## config.mk

```make
export PLATFORM = sky130hd
export DESIGN_NAME = yarp_mem_arbiter
export DESIGN_NICKNAME = d
export VERILOG_FILES = /design/src/rtl/yarp_pkg.sv /design/src/rtl/yarp_rr_arbiter2.sv /design/src/rtl/yarp_mem_arbiter.sv
export SDC_FILE = /design/constraint.sdc
export NUM_CORES = 1
export LEC_CHECK = 0
export CAP_MARGIN = 10
export CORE_AREA = 2 2 107 109
export CTS_CLUSTER_DIAMETER = 200
export DETAILED_ROUTE_END_ITERATION = 10
export DIE_AREA = 0 0 109 111
export GPL_TIMING_DRIVEN = 0
export PLACE_DENSITY_LB_ADDON = 0.1
export SLEW_MARGIN = 10
export SYNTH_ARGS = -nofsm -noshare
export SYNTH_HDL_FRONTEND = slang
export SYNTH_SLANG_ARGS = --single-unit
```

## constraint.sdc

```tcl
create_clock -name clk -period 2.6 [get_ports clk]
set_input_delay 0.26 -clock clk [delete_from_list [all_inputs] [get_ports clk]]
set_output_delay 0.26 -clock clk [all_outputs]
set_load 0.005 [all_outputs]
```

## src/rtl/yarp_pkg.sv

```systemverilog
// -----------------------------------------------------------------------------
// yarp_pkg
//
// Shared types and constants for the YARP memory-side blocks.
//
// Contents:
//   YARP_LINE_WORDS : default number of word beats in one cache line burst
//   arb_state_e     : memory arbiter FSM state (IDLE / ISSUE / WAIT)
//   arb_owner_e     : which cache owns the shared memory port (OWN_IC / OWN_DC)
//   other_owner()   : the owner that is not the given one (round-robin helper)
// -----------------------------------------------------------------------------
package yarp_pkg;

    localparam int YARP_LINE_WORDS = 4;

    typedef enum logic [1:0] {
        IDLE  = 2'd0,
        ISSUE = 2'd1,
        WAIT  = 2'd2
    } arb_state_e;

    typedef enum logic {
        OWN_IC = 1'b0,
        OWN_DC = 1'b1
    } arb_owner_e;

    function automatic arb_owner_e other_owner(input arb_owner_e owner);
        return (owner == OWN_IC) ? OWN_DC : OWN_IC;
    endfunction

endpackage

```

## src/rtl/yarp_rr_arbiter2.sv

```systemverilog
// -----------------------------------------------------------------------------
// yarp_rr_arbiter2
//
// Combinational two-way round-robin picker for the I-cache / D-cache requests.
// A lone request always wins; on a tie the requester that did not own the
// previous burst wins.
//
// Ports:
//   ic_req     in   I-cache request
//   dc_req     in   D-cache request
//   last_owner in   owner of the most recently completed burst
//   gnt_valid  out  at least one request is present
//   gnt_owner  out  selected owner (meaningful only when gnt_valid = 1)
// -----------------------------------------------------------------------------
module yarp_rr_arbiter2
    import yarp_pkg::*;
(
    input  logic       ic_req,
    input  logic       dc_req,
    input  arb_owner_e last_owner,
    output logic       gnt_valid,
    output arb_owner_e gnt_owner
);

    always_comb begin
        gnt_valid = ic_req | dc_req;
        gnt_owner = OWN_IC;
        if (ic_req && dc_req) begin
            gnt_owner = other_owner(last_owner);
        end else if (dc_req) begin
            gnt_owner = OWN_DC;
        end
    end

endmodule

```

## src/rtl/yarp_mem_arbiter.sv

```systemverilog
// -----------------------------------------------------------------------------
// yarp_mem_arbiter
//
// Shares one word-wide backing-memory port between the instruction cache and
// the data cache. Each granted transaction is a burst of LINE_WORDS beats to
// consecutive word addresses: I-cache refills are always reads, D-cache bursts
// are refills or writebacks depending on dc_we_i at grant time. Read responses
// return in order and may overlap the issue phase.
//
// Handshake summary (one place for the whole block):
//   cache side : *_req_i is held high until *_done_o. *_gnt_o pulses for one
//                cycle on the first issue cycle of the burst. *_rvalid_o marks
//                a read beat on *_rdata_o. *_done_o pulses with the last read
//                beat, or with the acceptance of the last write beat.
//   memory side: a beat transfers in every cycle where mem_req_o and
//                mem_gnt_i are both high; mem_addr_o/mem_we_o/mem_wdata_o are
//                stable while mem_req_o is high and not yet granted.
//                mem_rvalid_i carries one in-order read response per cycle and
//                has no back-pressure.
//
// Ports:
//   clk, reset           clock; synchronous active-high reset
//   ic_req_i, ic_addr_i  I-cache refill request and line address
//   ic_gnt_o             I-cache burst started (1-cycle pulse)
//   ic_rvalid_o/rdata_o  I-cache read beat
//   ic_done_o            I-cache burst complete (1-cycle pulse)
//   dc_req_i, dc_we_i    D-cache request; 1 = writeback, 0 = refill
//   dc_addr_i            D-cache line address
//   dc_wbeat_o           beat index of the write word being requested
//   dc_wdata_i           write word for dc_wbeat_o (combinational from cache)
//   dc_gnt_o/rvalid_o/rdata_o/done_o   as for the I-cache
//   mem_req_o, mem_we_o, mem_addr_o, mem_wdata_o   beat request to memory
//   mem_gnt_i            memory accepted the current beat
//   mem_rvalid_i/rdata_i in-order read response
//   dbg_state            current FSM state, for observation only
// -----------------------------------------------------------------------------
module yarp_mem_arbiter
    import yarp_pkg::*;
#(
    parameter int ADDR_W     = 32,
    parameter int DATA_W     = 32,
    parameter int LINE_WORDS = YARP_LINE_WORDS
) (
    input  logic                          clk,
    input  logic                          reset,

    input  logic                          ic_req_i,
    input  logic [ADDR_W-1:0]             ic_addr_i,
    output logic                          ic_gnt_o,
    output logic                          ic_rvalid_o,
    output logic [DATA_W-1:0]             ic_rdata_o,
    output logic                          ic_done_o,

    input  logic                          dc_req_i,
    input  logic                          dc_we_i,
    input  logic [ADDR_W-1:0]             dc_addr_i,
    output logic [$clog2(LINE_WORDS)-1:0] dc_wbeat_o,
    input  logic [DATA_W-1:0]             dc_wdata_i,
    output logic                          dc_gnt_o,
    output logic                          dc_rvalid_o,
    output logic [DATA_W-1:0]             dc_rdata_o,
    output logic                          dc_done_o,

    output logic                          mem_req_o,
    output logic                          mem_we_o,
    output logic [ADDR_W-1:0]             mem_addr_o,
    output logic [DATA_W-1:0]             mem_wdata_o,
    input  logic                          mem_gnt_i,
    input  logic                          mem_rvalid_i,
    input  logic [DATA_W-1:0]             mem_rdata_i,

    output arb_state_e                    dbg_state
);

    localparam int BEAT_W = $clog2(LINE_WORDS);
    // One extra bit so a counter can hold LINE_WORDS itself.
    localparam int CNT_W  = BEAT_W + 1;
    // Byte offset inside a line: word-in-line bits plus the 2 byte bits.
    localparam int OFF_W  = BEAT_W + 2;

    localparam logic [CNT_W-1:0]  LAST_BEAT = CNT_W'(LINE_WORDS - 1);
    localparam logic [ADDR_W-1:0] OFF_MASK  = ADDR_W'((64'd1 << OFF_W) - 64'd1);

    // ------------------------------------------------------------------
    // State
    // ------------------------------------------------------------------
    arb_state_e        state_q, state_d;
    arb_owner_e        owner_q, owner_d;
    arb_owner_e        last_owner_q, last_owner_d;
    logic              we_q, we_d;
    logic [ADDR_W-1:0] base_q, base_d;
    logic [CNT_W-1:0]  issue_cnt_q, issue_cnt_d;
    logic [CNT_W-1:0]  resp_cnt_q, resp_cnt_d;
    // High only on the first ISSUE cycle of a burst; drives the gnt pulse.
    logic              first_q, first_d;

    // Owner-independent burst events, routed to the owning cache below.
    logic              burst_gnt;
    logic              burst_rvalid;
    logic              burst_done;

    logic              arb_valid;
    arb_owner_e        arb_owner;

    yarp_rr_arbiter2 u_rr (
        .ic_req     (ic_req_i),
        .dc_req     (dc_req_i),
        .last_owner (last_owner_q),
        .gnt_valid  (arb_valid),
        .gnt_owner  (arb_owner)
    );

    // ------------------------------------------------------------------
    // State register
    // ------------------------------------------------------------------
    always_ff @(posedge clk) begin
        if (reset) begin
            state_q      <= IDLE;
            owner_q      <= OWN_IC;
            last_owner_q <= OWN_IC;
            we_q         <= 1'b0;
            base_q       <= '0;
            issue_cnt_q  <= '0;
            resp_cnt_q   <= '0;
            first_q      <= 1'b0;
        end else begin
            state_q      <= state_d;
            owner_q      <= owner_d;
            last_owner_q <= last_owner_d;
            we_q         <= we_d;
            base_q       <= base_d;
            issue_cnt_q  <= issue_cnt_d;
            resp_cnt_q   <= resp_cnt_d;
            first_q      <= first_d;
        end
    end

    // ------------------------------------------------------------------
    // Next state and memory-side outputs
    // ------------------------------------------------------------------
    always_comb begin
        state_d      = state_q;
        owner_d      = owner_q;
        last_owner_d = last_owner_q;
        we_d         = we_q;
        base_d       = base_q;
        issue_cnt_d  = issue_cnt_q;
        resp_cnt_d   = resp_cnt_q;
        first_d      = 1'b0;

        burst_gnt    = 1'b0;
        burst_rvalid = 1'b0;
        burst_done   = 1'b0;

        mem_req_o    = 1'b0;
        mem_we_o     = 1'b0;
        mem_addr_o   = '0;
        mem_wdata_o  = '0;
        dc_wbeat_o   = '0;

        unique case (state_q)
            IDLE: begin
                if (arb_valid) begin
                    owner_d     = arb_owner;
                    // The I-cache never writes, so its bursts are always reads.
                    we_d        = (arb_owner == OWN_DC) ? dc_we_i : 1'b0;
                    base_d      = ((arb_owner == OWN_DC) ? dc_addr_i : ic_addr_i) & ~OFF_MASK;
                    issue_cnt_d = '0;
                    resp_cnt_d  = '0;
                    first_d     = 1'b1;
                    state_d     = ISSUE;
                end
            end

            ISSUE: begin
                burst_gnt   = first_q;
                mem_req_o   = 1'b1;
                mem_we_o    = we_q;
                mem_addr_o  = base_q + (ADDR_W'(issue_cnt_q) << 2);
                mem_wdata_o = dc_wdata_i;
                if (owner_q == OWN_DC) begin
                    dc_wbeat_o = issue_cnt_q[BEAT_W-1:0];
                end

                if (mem_gnt_i) begin
                    issue_cnt_d = issue_cnt_q + 1'b1;
                    if (issue_cnt_q == LAST_BEAT) begin
                        if (we_q) begin
                            // Writebacks finish as soon as the last beat is taken.
                            burst_done   = 1'b1;
                            last_owner_d = owner_q;
                            state_d      = IDLE;
                        end else begin
                            // May be overridden to IDLE below if the final
                            // response lands in this same cycle.
                            state_d = WAIT;
                        end
                    end
                end
            end

            WAIT: begin
                // Nothing left to issue; only responses are collected.
            end

            default: begin
                state_d = IDLE;
            end
        endcase

        // Read response path, live in ISSUE and WAIT. Responses arriving in
        // IDLE belong to an abandoned burst and are dropped.
        if ((state_q == ISSUE || state_q == WAIT) && !we_q && mem_rvalid_i) begin
            burst_rvalid = 1'b1;
            resp_cnt_d   = resp_cnt_q + 1'b1;
            if (resp_cnt_q == LAST_BEAT) begin
                burst_done   = 1'b1;
                last_owner_d = owner_q;
                state_d      = IDLE;
            end
        end
    end

    // ------------------------------------------------------------------
    // Cache-side routing
    // ------------------------------------------------------------------
    always_comb begin
        ic_gnt_o    = burst_gnt    && (owner_q == OWN_IC);
        ic_rvalid_o = burst_rvalid && (owner_q == OWN_IC);
        ic_done_o   = burst_done   && (owner_q == OWN_IC);
        dc_gnt_o    = burst_gnt    && (owner_q == OWN_DC);
        dc_rvalid_o = burst_rvalid && (owner_q == OWN_DC);
        dc_done_o   = burst_done   && (owner_q == OWN_DC);
        // Read data is only driven for the owner's valid beats so idle
        // outputs stay at zero.
        ic_rdata_o  = ic_rvalid_o ? mem_rdata_i : '0;
        dc_rdata_o  = dc_rvalid_o ? mem_rdata_i : '0;
    end

    assign dbg_state = state_q;

endmodule

```

# After elaboration in Yosys (flattened, before gate mapping)
# Index checks and enable logic that the tools add are counted.
# word_totals
register_bits	40
input_bits	135
# classes
muxes	40
add_sub_neg	3
reduce_logical	19
bitwise	3
eq_ne	6
# op_table
op	n
two-way mux 32 bit	5
adder 32 x 5 -> 32 bit	1
two-way mux 1 bit	21
two-way mux 2 bit	8
two-way mux 3 bit	4
logical AND 1 bit	9
adder 3 x 1 -> 3 bit (second input constant)	2
equality test 3 x 2 -> 1 bit (second input constant)	2
one-hot mux 2 bit (3 select lines)	1
one-hot mux 3 bit (2 select lines)	1
nonzero test 2 bit	3
!= test 2 bit (second input constant)	2
AND reduction 2 bit	2
AND reduction 3 bit	1
equality test 2 x 1 -> 1 bit (second input constant)	1
equality test 2 bit (second input constant)	1
logical NOT 2 bit	1
NOT 1 bit	2
OR reduction 2 bit	1
logical NOT 1 bit	1
logical OR 1 bit	1
OR 1 bit	1

# Depth between registers and ports, before layout
# Gate-level depths: netlist of run 1.
# logic_depth
ltp_word	7
ltp_mapped	8
mapped_depth_nobuf	6

# Modules after synthesis
# From an unflattened synthesis of run 1, not the netlist that was laid out.
# hier_totals
cells_unflattened	451
hier_area_um2	3329.4
# modules_own_cells
mod	area_each_um2	instances	seq_area_each_um2	cells_each
yarp_mem_arbiter	3315.7	1	800.8	449
yarp_rr_arbiter2	13.8	1	0.0	2

# Least setup slack after synthesis of run 1
# No wires, ideal clock.
# synth_timing
path_kind	flip-flop to output port
startpoint	register base_q[8]
endpoint	output mem_addr_o[26]
stages_incl_launch_ff	6
t_arrival_ns	1.778
required_ns	2.340
setup_slack_ns	0.562
path_cell_list	dfxtp_1 > nand4_4 > or3_4 > buf_6 > or4_1 > a21oi_1
# synth_between
elab_chain_cells	2
# synth_lines
element	line	source
from (decl)	yarp_mem_arbiter.sv:91	logic [ADDR_W-1:0] base_q, base_d;
from (signal assigned)	yarp_mem_arbiter.sv:131	base_q <= base_d;
adder 32 x 5 -> 32 bit	yarp_mem_arbiter.sv:179	mem_addr_o = base_q + (ADDR_W'(issue_cnt_q) << 2);
two-way mux 32 bit	yarp_mem_arbiter.sv:161	unique case (state_q)
to (decl)	yarp_mem_arbiter.sv:66	output logic [ADDR_W-1:0] mem_addr_o,
# Every way passes these cells.

# Worst setup path after layout of run 1
# layout_timing
startpoint	register base_q[17]
endpoint	output mem_addr_o[28]
# Same word-level chain as after synthesis.

==> summary.md, run 1 <==
| Metric | Value |
|---|---|
| Status | `finished clean` |
| Flop2flop setup slack | `0.39 ns` |
| List of most frequent post-synthesis cells | `and2_1, nor2_1, dfxtp_1, and3_1, mux2i_1` |
| Post-route ant nets | `0` |
| Tot GR Track Use | `21.6%` |
| # setup viols final | `0` |
| Yosys top cell area share | `approximately a quarter` |
| EDFF count, synth | `0` |
| Yosys top cell by area | `dfxtp_1` |
| Final Hold Viols | `0` |
| Ys flop type | `dfxtp_1` |
| Post-DP HPWL | `roughly 11 mm` |
| Clk_lat worst skew | `between 0.2 and 0.3 ns` |
| R2r worst-path depth | `7` |
| Filler instances | `slightly above 1,000` |
| Register area share after synthesis | `roughly 24%` |
| First-pass GRT wire length | `roughly 21 mm` |
| Via count | `roughly 4,200` |
| CTS Root Cell | `clkbuf_16` |
| Initial Util | `between 20% and 30%` |
| CTS tree | `done` |
| Die footprint | `between 10,000 and 15,000 um^2` |
| Min Tclk post-route | `2.54 ns` |
| Crit path kind | `register to output port` |
| Inserted Clock Buffers | `5` |
| Synth-to-Final Area Change | `95.8%` |
| Max Freq | `approximately 390 MHz` |
| FFs w/ async S/R, synth | `0%` |
| Seq cells post-synth | `40` |
| Worst-Margin Slew | `around 0.71 ns` |
| Reg2reg end | `base_q[9]` |
| Gr ovfl total | `0` |
| Initial antenna violation count | `0` |
| IO Port Bufs | `between 200 and 300` |
| Routed wire length per instance | `roughly 16 um` |
| Hold Path End | `resp_cnt_q[2]` |
| CP Launch Type | `register` |
| Sink Count | `40` |
| Worst IR Drop VDD | `0.251 mV` |
| Synthesized area per cell | `approximately 7.6 um^2` |
| Routed wire length | `14.0 mm` |
| Post-Synthesis Cell Area | `between 3000 and 4000 um^2` |
| Logic pwr share | `roughly two fifths` |
| PwrDens | `roughly 350 nW/um^2` |
| Max transition margin | `52.5%` |
| Nets | `858` |
| Element type at the critical path end | `output port` |
| Warnings, synthesis | `0` |
| Post-synth cell types | `43` |
| Critical Path RT | `~2.3 ns` |
| Hold buffers post-CTS | `0` |
| Crit path max fanout | `10` |
| Sw frac | `about 31%` |
| Std-Cell Rows | `39` |
| Syn Inst Count | `~440` |
| Net switching power | `~700 uW` |
| Core ar. | `about 11,000 um^2` |
| Fin crit share | `97.8%` |
| Routability Congestion | `roughly 0.90` |
| Largest net degree at the start of global routing | `13` |
| Slew Limit Fails | `0` |
| Unrepaired setup endpoints after global routing | `yes` |
| Clk buf depth | `2` |
| Hold WC Path Type | `register to register` |
| Launching point of the worst reg2reg path | `dbg_state[1]` |
| Initial drt markers | `169` |
| # DRC | `0` |
| Final cell utilization of the core | `about 59%` |
| Critical path data arrival time | `around 2.3 ns` |
| Layout cells sized above 1 | `between 10% and 20%` |
| I/O pin count | `275` |
| Clock Skew | `slightly above 0.01 ns` |
| Internal | `~1600 uW` |
| Total chip power | `approximately 2300 uW` |
| Min Hold Slack | `0.495 ns` |
| Antenna cells | `0` |
| Clock group share of total power | `around 26%` |
| Die W | `between 100 and 150 um` |
| Most numerous cell in the Yosys netlist | `and2_1` |
| Die Span Y | `about 110 um` |
| Area contributors post-synth | `dfxtp_1, and2_1, mux2i_1` |
| Leakage Power | `0.00256 uW` |
| Via density | `a little under 5` |
| Hold path depth | `2` |
| CTS clk-pin slew, worst paths | `0.06 ns` |
| Vias in the first global route | `between 4,000 and 5,000` |
| H-tree level count | `2` |
| Drt pass-1 iters | `4` |
| Sequential Power Share | `between 30% and 40%` |
| Max Cap Viol | `0` |
| Hold Crit Start | `resp_cnt_q[2]` |
## state kept, by name, summed over array words and instances (netlist names)
name	flops
base_q	28
issue_cnt_q	3
resp_cnt_q	3
dbg_state	2
first_q	1
last_owner_q	1
owner_q	1
we_q	1
## layer usage
| layer | up-vias | GRT usage, % | wire length [um] |
|---|---|---|---|
| li1 | 2097 | - | - |
| met1 | 1954 | 24.3 | 5490 |
| met2 | 169 | 40.5 | 7170 |
| met3 | 8 | 5.58 | 1200 |
| met4 | 0 | 3.25 | 101 |
| met5 | - | 0 | 0 |
## final cells by class
type / instances / area, um^2 / share of cell area [%]
clock buffers: 5 / 125 / 1.93
clock inverters: 2 / 12.5 / 0.193
repair buffers: 270 / 2680 / 41.2
flip-flops and latches: 40 / 821 / 12.6
inverters: 7 / 26.3 / 0.405
multi-input cells: 354 / 2480 / 38.1
well taps: 143 / 179 / 2.75
plain buffers: 35 / 178 / 2.74
## logic make-up (layout without fill, tap and decap cells)
kind of cell	after synthesis	in the layout	share of synthesized area, %
other cells	1	2	0.113
buf+inv	46	319	5.77
mux	34	34	10.3
compound gates	71	71	14.5
fa+ha+maj	10	10	3.77
xor+xnor	12	12	3.17
flops	40	40	24.1
simple gates	225	225	38.3
## power groups by stage
stage / Combinational, uW / Sequential (uW) / Clock [uW]
after floorplan: 369 / 752 / 0
after global placement: 870 / 767 / 0
after detailed placement: 883 / 773 / 0
after CTS: 897 / 768 / 596
after global routing: 984 / 786 / 619
final: 902 / 775 / 585
## worst max-delay path by stage
| stage | startpoint | endpoint | slack (ns) | depth (start not counted) |
|---|---|---|---|---|
| floorplan | base_q[8] | mem_addr_o[26] | 0.56 | 5 |
| global route | base_q[17] | mem_addr_o[27] | -0.03 | 6 |
| detailed placement | base_q[11] | mem_addr_o[30] | -0.13 | 6 |
| CTS | base_q[7] | mem_addr_o[30] | 0.002 | 7 |
| global placement | base_q[11] | mem_addr_o[30] | -0.09 | 6 |
| finish | base_q[17] | mem_addr_o[28] | 0.06 | 6 |
## layout by cell type, fill, tap and decap left out, drive strengths merged, types with 3 or more instances in the layout
cell type,count
clkdlybuf4s50,251
and2,74
nor2,58
dfxtp,40
and3,36
mux2i,34
a211oi,30
clkbuf,29
a21oi,18
buf,17
nand2,12
ha,10
dlygate4sd2,9
nand3,8
nand4,8
or4,8
o31ai,8
inv,7
or3,7
xnor2,6
xor2,6
o21ai,5
clkdlybuf4s15,4
and4,3
nor4,3
## critical path, stage by stage, from the launching register on
cell	delay (ns)
dfxtp_1	0.40
nand4_1	0.12
or3_4	0.44
buf_6	0.16
or4b_1	0.52
a21oi_2	0.16
clkdlybuf4s15_1	0.21
## per-stage QoR
stage / setup TNS (ns) / instances / cell area (um^2) / setup slack, ns
final: 0 / 856 / 6490 / 0.0574
after global routing: -0.0313 / 856 / 6490 / -0.0277
after CTS: 0 / 856 / 6400 / 0.00199
after detailed placement: -1.25 / 847 / 6140 / -0.127
after global placement: -0.445 / 847 / 6140 / -0.0941
after floorplan: 0 / 440 / 3320 / 0.562
## what timing repair did
item                       CTS  global route
pin swaps                    4             6
setup endpoints to repair  106            79
setup buffers                5             1
gates resized for setup     55            28
No activity file was read; power rests on OpenSTA's default activity.
==> run 2: changes to the inputs <==
==> constraint.sdc (replaced) <==
create_clock -name clk -period 2.4 [get_ports clk]
set_input_delay 0.24 -clock clk [delete_from_list [all_inputs] [get_ports clk]]
set_output_delay 0.24 -clock clk [all_outputs]
set_load 0.005 [all_outputs]
==> summary.md, run 2 (synthesis gave the netlist of run 1 again) <==
| Metric | Value |
|---|---|
| Status | `finished clean` |
| Wl on met1 | `5.58 mm` |
| Worst-Margin Slew | `approximately 0.75 ns` |
| Vias in the first global route | `between 4,000 and 5,000` |
| Met3 WL post-DR | `1.23 mm` |
| Nets | `878` |
| Synth-to-Final Area Change | `104%` |
| Via count | `4,301` |
| Net switching power | `771 uW` |
| Sequential Power Share | `between 30% and 40%` |
| Fin crit share | `roughly 100%` |
| Max transition margin | `50.0%` |
| Inserted Clock Buffers | `5` |
| Flop2flop setup slack | `roughly 0.30 ns` |
| Critical path data arrival time | `around 2.2 ns` |
| Most common cell after layout, fill and taps aside | `clkdlybuf4s50_1` |
| Via density | `about 4.9` |
| Hold WC Path Type | `register to register` |
| Hold path depth | `2` |
| Die footprint | `~12,000 um^2` |
| Sink Count | `40` |
| Clock group share of total power | `roughly a quarter` |
| Filler instances | `1,025` |
| Total chip power | `roughly 2500 uW` |
| Initial drt markers | `roughly 160` |
| Slew Limit Fails | `0` |
| Internal | `1730 uW` |
| Unrepaired setup endpoints after global routing | `yes` |
| CTS tree | `done` |
| IO Port Bufs | `about 260` |
| Routed wire length | `about 14 mm` |
| Crit path kind | `register to output port` |
| Clock Skew | `between 0.009 and 0.01 ns` |
| Die Span Y | `~110 um` |
| Layout cells sized above 1 | `around 17%` |
| I/O pin count | `275` |
| CP Launch Type | `register` |
| Final Hold Viols | `0` |
| Drt pass-1 iters | `4` |
| Setup TNS | `0 ns` |
| Routed wire length per instance | `16.5 um` |
| Final cell utilization of the core | `roughly three fifths` |
| Multi-input gate area in the final layout | `about 2500 um^2` |
| Hold buffers post-CTS | `0` |
| Post-DP HPWL | `about 11 mm` |
| Flip-flop count of the largest register after layout | `28` |
| H-tree level count | `2` |
| Uppermost layer routed | `met4` |
| # DRC | `0` |
| Hold Path End | `last_owner_q` |
| Hold Crit Start | `last_owner_q` |
| Clk_lat worst skew | `about 0.28 ns` |
| Storage cell area | `roughly 850 um^2` |
| Min Tclk post-route | `between 2 and 2.5 ns` |
| Biggest regs | `base_q (28), issue_cnt_q (3), resp_cnt_q (3)` |
| Met2 WL | `7.49 mm` |
| Reg2reg end | `base_q[24]` |
| Std-Cell Rows | `39` |
| Max Freq | `between 400 and 500 MHz` |
| Antenna cells | `0` |
| Launching point of the worst reg2reg path | `dbg_state[1]` |
| Most frequent cells in the layout | `clkdlybuf4s50_1, and2_1, nor2_1` |
| Element type at the critical path end | `output port` |
| PwrDens | `369 nW/um^2` |
| Worst Setup SP | `base_q[8]` |
| First-pass GRT wire length | `roughly 22 mm` |
| Tot GR Track Use | `roughly 22%` |
| Critical Path RT | `~2.2 ns` |
| Post-route ant nets | `0` |
| Leakage Power | `roughly 0.003 uW` |
| CTS clk-pin slew, worst paths | `roughly 0.060 ns` |
| Core ar. | `around 11,000 um^2` |
| Worst IR Drop VDD | `approximately 0.26 mV` |
| Initial Util | `~30%` |
| Routability Congestion | `roughly 0.9` |
| Sw frac | `30.8%` |
| R2r worst-path depth | `8` |
| Crit path max fanout | `7` |
| Gr ovfl total | `0` |
| Max Cap Viol | `0` |
| # setup viols final | `0` |
| Initial antenna violation count | `0` |
| Register bank with the most flops | `base_q` |
| Logic pwr share | `41.4%` |
| Largest net degree at the start of global routing | `13` |
| Clk buf depth | `2` |
| Die W | `between 100 and 150 um` |
| CTS Root Cell | `clkbuf_16` |
==> run 2: area by class of cell <==
class	instances	share of cell area (%)
plain buffers	35	3.16
clock buffers	5	1.85
clock inverters	2	0.185
inverters	7	0.388
multi-input cells	354	37.3
flip-flops and latches	40	12.5
well taps	143	2.64
repair buffers	290	41.9
==> run 2: per-layer routing <==
| layer | up-vias | GRT usage (%) |
|---|---|---|
| met5 | - | 0 |
| met4 | 0 | 3.33 |
| met3 | 16 | 6.00 |
| met2 | 166 | 42.8 |
| met1 | 1979 | 24.6 |
| li1 | 2140 | - |
==> run 2: repair_timing <==
action / 4_1_cts / 5_1_grt
setup buffers: 14 / 9
endpoints found under the setup margin: 133 / 75
endpoints found under the hold margin: 0 / 0
gates resized for setup: 131 / 46
pin swaps: 14 / 10
cloned: 3 / 0
==> run 2: power by group through the flow <==
| stage | sequential, uW | combinational (uW) | clock [uW] |
|---|---|---|---|
| floorplan | 814 | 400 | 0 |
| global route | 851 | 1130 | 670 |
| detailed placement | 838 | 956 | 0 |
| global placement | 831 | 943 | 0 |
| CTS | 835 | 1010 | 645 |
| finish | 840 | 1030 | 626 |
==> run 2: critical path, stage by stage (launching register included) <==
cell and delay, ns:
dfxtp_4 0.38, nand4_4 0.10, or3_4 0.46, or4_4 0.54
a21oi_2 0.17, clkdlybuf4s15_1 0.23
==> run 2: worst max-delay path by stage <==
stage / endpoint / slack (ns)
2_1_floorplan: mem_addr_o[26] / 0.38
3_3_place_gp: mem_addr_o[30] / -0.27
3_5_place_dp: mem_addr_o[30] / -0.31
4_1_cts: mem_addr_o[21] / 0.003
5_1_grt: mem_addr_o[20] / -0.09
6_report: mem_addr_o[22] / 0.004
==> run 2: stage by stage <==
step           hold slack [ns]  instances  setup WS [ns]  area, um^2
2_1_floorplan            0.414        440          0.382        3320
3_3_place_gp             0.474        847         -0.274        6140
3_5_place_dp             0.486        847         -0.307        6140
4_1_cts                  0.498        868        0.00273        6630
5_1_grt                  0.535        876        -0.0855        6770
6_report                 0.493        876        0.00424        6770
